File: config.mk
export PLATFORM = sky130hd
export DESIGN_NAME = stm_swapchain_multi
export DESIGN_NICKNAME = d
export VERILOG_FILES = /design/src/rtl/stm_swapchain_pkg.sv /design/src/rtl/stm_wrap_detect.sv /design/src/rtl/stm_swapchain_multi.sv
export SDC_FILE = /design/constraint.sdc
export NUM_CORES = 1
export LEC_CHECK = 0
export BUFFER_PORTS_ARGS = -buffer_cell sky130_fd_sc_hd__buf_2
export CELL_PAD_IN_SITES_DETAIL_PLACEMENT = 1
export CELL_PAD_IN_SITES_GLOBAL_PLACEMENT = 2
export CORE_MARGIN = 3
export CORE_UTILIZATION = 31
export DETAILED_ROUTE_END_ITERATION = 6
export PLACE_DENSITY_LB_ADDON = 0.1
export RECOVER_POWER = 25
export SETUP_SLACK_MARGIN = 0.1
export SYNTH_ARGS = -nofsm -noshare
export SYNTH_HDL_FRONTEND = slang
export SYNTH_SLANG_ARGS = --single-unit
File: constraint.sdc
create_clock -name CLK -period 3.2 [get_ports CLK]
set_input_delay 0.32 -clock CLK [delete_from_list [all_inputs] [get_ports CLK]]
set_output_delay 0.32 -clock CLK [all_outputs]
set_load 0.005 [all_outputs]
File: src/rtl/stm_swapchain_pkg.sv
// Shared types and helpers for the STM swapchain: transition modes, FSM states,
// and the infinite-repeat test.
package stm_swapchain_pkg;

  typedef enum logic [1:0] {
    MODE_IMMEDIATE = 2'd0,
    MODE_SYNC_IDX  = 2'd1,
    MODE_EXT_TRIG  = 2'd2
  } mode_t;

  typedef enum logic [1:0] {
    INFINITE_LOOP = 2'd0,
    WAIT_START    = 2'd1,
    FINITE_LOOP   = 2'd2
  } state_t;

  localparam int REP_W_MAX = 64;

  // Encoding 3 is reserved on the interface and behaves as IMMEDIATE.
  function automatic mode_t decode_mode(input logic [1:0] m);
    case (m)
      2'd1:    return MODE_SYNC_IDX;
      2'd2:    return MODE_EXT_TRIG;
      default: return MODE_IMMEDIATE;
    endcase
  endfunction

  // True when the low 'width' bits of rep are all ones (infinite repeat).
  function automatic logic rep_inf(input logic [REP_W_MAX-1:0] rep, input int width);
    logic all_ones;
    all_ones = 1'b1;
    for (int i = 0; i < REP_W_MAX; i++) begin
      if (i < width && !rep[i]) all_ones = 1'b0;
    end
    return all_ones;
  endfunction

endpackage

File: src/rtl/stm_wrap_detect.sv
// Per-segment index register plus a wrap pulse when the live index returns to
// zero from a different value.
module stm_wrap_detect #(
  parameter int IDX_W = 16
) (
  input  logic             CLK,
  input  logic             RST_N,
  input  logic [IDX_W-1:0] idx,
  output logic [IDX_W-1:0] idx_q,
  output logic             wrap
);

  always_ff @(posedge CLK or negedge RST_N) begin
    if (!RST_N) idx_q <= '0;
    else        idx_q <= idx;
  end

  // Edge-style detect: an index parked at zero produces a single wrap.
  assign wrap = (idx != idx_q) && (idx == '0);

endmodule

File: src/rtl/stm_swapchain_multi.sv
// N-segment STM swapchain: selects the active segment, arms transitions in one
// of three modes, and counts finite repeats of the active segment.
module stm_swapchain_multi
  import stm_swapchain_pkg::*;
#(
  parameter int NUM_SEGMENTS = 2,
  parameter int SEG_W        = (NUM_SEGMENTS > 1) ? $clog2(NUM_SEGMENTS) : 1,
  parameter int IDX_W        = 16,
  parameter int REP_W        = 32
) (
  input  logic                          CLK,
  input  logic                          RST_N,
  input  logic                          UPDATE_SETTINGS,
  input  logic [SEG_W-1:0]              REQ_SEGMENT,
  input  logic [1:0]                    REQ_MODE,
  input  logic [NUM_SEGMENTS*REP_W-1:0] REP,
  input  logic [NUM_SEGMENTS*IDX_W-1:0] IDX_IN,
  input  logic                          EXT_TRIG,
  output logic [SEG_W-1:0]              SEGMENT,
  output logic                          STOP,
  output logic                          PENDING,
  output logic [REP_W-1:0]              LOOP_CNT,
  output logic [NUM_SEGMENTS*IDX_W-1:0] IDX_OUT,
  output logic [1:0]                    STATE_DBG
);

  // UPDATE_SETTINGS is a single-cycle strobe with no back-pressure: the request
  // fields are sampled on the clock edge where it is high and never held off.

  state_t             state_q, state_d;
  mode_t              mode_q, mode_d;
  logic [SEG_W-1:0]   seg_q, seg_d, req_seg_q, req_seg_d;
  logic [REP_W-1:0]   rep_q, rep_d, cnt_q, cnt_d;
  logic               stop_q, stop_d, pend_q, pend_d;
  logic               trig_q, fire, req_valid;

  logic [IDX_W-1:0]        idx_live [NUM_SEGMENTS];
  logic [REP_W-1:0]        rep_arr  [NUM_SEGMENTS];
  logic [NUM_SEGMENTS-1:0] wrap_vec;

  for (genvar k = 0; k < NUM_SEGMENTS; k++) begin : g_seg
    assign idx_live[k] = IDX_IN[k*IDX_W +: IDX_W];
    assign rep_arr[k]  = REP[k*REP_W +: REP_W];
    stm_wrap_detect #(.IDX_W(IDX_W)) u_wrap (
      .CLK   (CLK),
      .RST_N (RST_N),
      .idx   (idx_live[k]),
      .idx_q (IDX_OUT[k*IDX_W +: IDX_W]),
      .wrap  (wrap_vec[k])
    );
  end

  assign req_valid = int'(REQ_SEGMENT) < NUM_SEGMENTS;

  always_comb begin
    case (mode_q)
      MODE_SYNC_IDX: fire = (idx_live[req_seg_q] == '0);
      MODE_EXT_TRIG: fire = EXT_TRIG & ~trig_q;
      default:       fire = 1'b1;
    endcase
  end

  always_ff @(posedge CLK or negedge RST_N) begin
    if (!RST_N) begin
      state_q   <= INFINITE_LOOP;
      mode_q    <= MODE_IMMEDIATE;
      seg_q     <= '0;
      req_seg_q <= '0;
      rep_q     <= '0;
      cnt_q     <= '0;
      stop_q    <= 1'b0;
      pend_q    <= 1'b0;
      trig_q    <= 1'b0;
    end else begin
      state_q   <= state_d;
      mode_q    <= mode_d;
      seg_q     <= seg_d;
      req_seg_q <= req_seg_d;
      rep_q     <= rep_d;
      cnt_q     <= cnt_d;
      stop_q    <= stop_d;
      pend_q    <= pend_d;
      trig_q    <= EXT_TRIG;
    end
  end

  // A valid strobe overrides whatever the current state would have done.
  always_comb begin
    state_d   = state_q;
    mode_d    = mode_q;
    seg_d     = seg_q;
    req_seg_d = req_seg_q;
    rep_d     = rep_q;
    cnt_d     = cnt_q;
    stop_d    = stop_q;
    pend_d    = pend_q;
    if (UPDATE_SETTINGS && req_valid) begin
      if (REQ_SEGMENT == seg_q) begin
        stop_d  = 1'b0;
        pend_d  = 1'b0;
        state_d = INFINITE_LOOP;
      end else begin
        req_seg_d = REQ_SEGMENT;
        mode_d    = decode_mode(REQ_MODE);
        rep_d     = rep_arr[REQ_SEGMENT];
        pend_d    = 1'b1;
        state_d   = WAIT_START;
      end
    end else begin
      case (state_q)
        WAIT_START: begin
          if (fire) begin
            seg_d   = req_seg_q;
            stop_d  = 1'b0;
            cnt_d   = '0;
            pend_d  = 1'b0;
            state_d = rep_inf(REP_W_MAX'(rep_q), REP_W) ? INFINITE_LOOP : FINITE_LOOP;
          end
        end
        FINITE_LOOP: begin
          if (!stop_q && wrap_vec[seg_q]) begin
            if (cnt_q == rep_q) stop_d = 1'b1;
            else                cnt_d  = cnt_q + 1'b1;
          end
        end
        default: ;
      endcase
    end
  end

  always_comb begin
    SEGMENT   = seg_q;
    STOP      = stop_q;
    PENDING   = pend_q;
    LOOP_CNT  = cnt_q;
    STATE_DBG = state_q;
  end

endmodule

==> flow_summary.json <==
{
  "run_status": "complete, no violations",
  "dieArea_um2": 18400,
  "r2r-end": "LOOP_CNT[29]",
  "seq_area_frac_synth_pct": 49.94,
  "relSlewSlack_pct": 20.18,
  "critPathSlowestCell": "dfrtp_1",
  "synth.cells.most_frequent": "dfrtp_1, nand2_1, o21ai_0",
  "cts_num_sinks": 104,
  "syn-num-nets": 621,
  "timing.reg2reg.setup_slack_ns": 0.57,
  "gpl.final_weighted_congestion": 0.7662,
  "finalSetupViolations": 0,
  "hpwl_reported_at_the_end_of_detailed_placement_um": 12580,
  "number_of_cells_produced_by_synthesis": 515,
  "worst_r2r_path_depth": 8,
  "count_of_flip_flops_with_a_built_in_enable_after_synthesis": 0,
  "rows": 46,
  "hold_path_class": "in -> reg",
  "r2r_start": "LOOP_CNT[3]",
  "number_of_buffers_inserted_by_port_buffering": 171,
  "cts_buffer_count": 9,
  "final_net_count": 790,
  "clock_path_buffers": 2,
  "grt_pass1_wl_um": 25700,
  "core_region_area_um2": 16170,
  "ys_ff_latch": 104,
  "synth_area_leaders": "dfrtp_1, mux2i_1, xnor2_1",
  "holdCritStartpoint": "EXT_TRIG",
  "crit_start": "LOOP_CNT[3]",
  "worstPathArrival_ns": 2.89,
  "unrepaired_setup_endpoints_after_global_routing": "false",
  "drc_errors": 0,
  "ordered_cell_list_for_the_critical_path": "nand4_1 > nor4_1 > buf_4 > and4_1 > and2_1 > nand3_1 > or3_1 > a21oi_1",
  "initial_cell_density_of_the_core_pct": 32.22,
  "worstSetupEndpointType": "flop",
  "vias": 4435,
  "worst-path-buf-inv": 1,
  "worstPathMaxFanout": 8,
  "worstSetupPathDepth": 8,
  "post_route_cells_drive_above_1_share_pct": 24.42,
  "worstPathRequired_ns": 3.46,
  "fmax_mhz": 380.5,
  "grt_max_degree": 66,
  "setup.worst_path.end": "LOOP_CNT[29]",
  "synth_area_leader_cell": "dfrtp_1",
  "slowest_delay_ns": 0.55,
  "yosysWarnings": 0,
  "dieHeight_um": 135.7,
  "drt-initial-drc-count": 227,
  "layout-area-overhead-vs-synth_pct": 26.39,
  "netlist-cell-type-count": 42,
  "timing.final.max_slew_violations": 0,
  "synthMostInstantiatedCell": "dfrtp_1",
  "via_per_inst": 4.906,
  "path_clk_slew_ns": 0.07,
  "hold_viol": 0,
  "clock_latency_ns": 0.35,
  "first_global_vias": 4757,
  "final.period_utilization_pct": 82.13,
  "fin_skew_ns": 0.009833,
  "grt_remaining_overflow": 0,
  "synth_async_sr_flop_share_pct": 100.0,
  "fp.dieW_um": 135.7,
  "critPathKind": "reg -> reg",
  "ioPinCount": 172,
  "main_combinational_cell_family_by_area_after_synthesis": "simple AND/OR/NAND/NOR gates",
  "path_delay_family": "simple AND/OR/NAND/NOR gates",
  "finalWorstPathRequiredPeriod_ns": 2.628,
  "leakage_uw": 0.003156,
  "synth-compound-area-share_pct": 9.196,
  "synthSimpleGateAreaFrac_pct": 18.61,
  "synthAdderAreaFrac_pct": 0.7203,
  "syn_avg_cell_area_um2": 10.12,
  "number_of_nets_still_failing_antenna_checks_after_routing": 0,
  "htreeDepth": 3,
  "cts_root_buffer": "clkbuf_16",
  "routed_wire_length_per_instance_um": 17.71,
  "diodes": 0,
  "synth_largest_type_area_fraction_pct": 49.94,
  "power_density_nw_per_um2": 576.9,
  "grt_usage_pct": 17.90,
  "tritoncts": "yes",
  "antenna_found_initial": 0,
  "yosys_most_used_dff": "dfrtp_1",
  "max_capacitance_violation_count": 0,
  "total_power_uw": 3799,
  "post_cts_setup_inserts": 0,
  "total_length_of_routed_wires_um": 16010,
  "worstSetupStartpointType": "flop",
  "ir_drop_uv": 301.8,
  "timing.setup.tns_ns": 0,
  "initial_drt_pass_iterations": 4,
  "synthMuxAreaShare_pct": 7.131,
  "syn_area_um2": 5211,
  "timing_worst_slew_pin_value_ns": 1.197,
  "xor_xnor_fraction_of_synth_area_pct": 11.76
}
worst min path at each step:
| stage | to | slack, ns | cells past startpoint |
|---|---|---|---|
| 5_1_grt | trig_q | 0.08 | 1 |
| 3_5_place_dp | g_seg[0].u_wrap.idx_q[15] | 0.38 | 1 |
| 6_report | trig_q | 0.09 | 1 |
| 3_3_place_gp | g_seg[0].u_wrap.idx_q[7] | 0.39 | 1 |
| 4_1_cts | trig_q | 0.07 | 1 |
| 2_1_floorplan | LOOP_CNT[0] | 0.02 | 0 |
placed cells by master, fill, tap and decap left out, drive strengths merged:
master	count
a21boi	1
a21oi	18
a22o	2
a31o	1
and2	2
and3	6
and3b	1
and4	3
buf	147
bufinv	1
clkbuf	44
clkinv	1
clkinvlp	1
dfrtp	104
dlygate4sd3	1
ha	3
inv	9
mux2	1
mux2i	36
nand2	69
nand2b	6
nand3	11
nand3b	2
nand4	26
nor2	8
nor2b	1
nor3	2
nor3b	1
nor4	24
o211ai	6
o21ai	51
o21bai	1
o221ai	1
o22a	1
o31ai	2
o32ai	1
or3	17
or4	6
xnor2	37
xor2	33
layer usage:
metal / routed length [um] / global-route usage [%]
met5: 0 / 0
met4: 197 / 5.151
met3: 586 / 2.563
met2: 7315 / 27.79
met1: 7913 / 26.04
timing repair:
item                                    4_1_cts  5_1_grt
gates resized for setup                       0        0
endpoints found under the setup margin        0        0
hold buffers                                  1        0
endpoints found under the hold margin        10        0
state kept, by name, indices dropped and copies added, names as in the netlist:
signal,cells
mode_q,2
LOOP_CNT,32
g_seg.u_wrap.idx_q,32
trig_q,1
req_seg_q,1
STOP,1
STATE_DBG,2
rep_q,32
SEGMENT,1
layout make-up:
class / count / area [um^2]
well taps: 216 / 270.3
repair buffers: 181 / 905.9
clock buffers: 11 / 252.7
inverters: 8 / 30.03
clock inverters: 4 / 51.30
multi-input cells: 380 / 2474
flip-flops and latches: 104 / 2603
fillers: 1928 / 9587
power by group:
| group | internal, uW | switching (uW) |
|---|---|---|
| clock | 647 | 483 |
| combinational | 353 | 454 |
| sequential | 1560 | 301 |
| total | 2560 | 1240 |
per-stage QoR:
stage               cells  setup WS (ns)  hold WS (ns)  instance area (um^2)  util [%]
finish                904         0.5718       0.09151                  6586     40.72
global route          904         0.3819       0.07835                  6586     40.72
CTS                   904         0.5805       0.07266                  6629     40.99
detailed placement    888         0.2461        0.3799                  6315     39.05
global placement      888         0.3493        0.3851                  6315     39.05
floorplan             515         0.8037       0.02441                  5211         -
cells by family after synthesis:
| logic type | Yosys count |
|---|---|
| AO/OA/AOI/OAI | 85 |
| XOR/XNOR | 70 |
| adder cells (fa/ha/maj) | 3 |
| buffers and inverters | 31 |
| flip-flops | 104 |
| multiplexers | 37 |
| AND/OR/NAND/NOR | 185 |
Note: power is estimated with default switching activity, not from simulation.
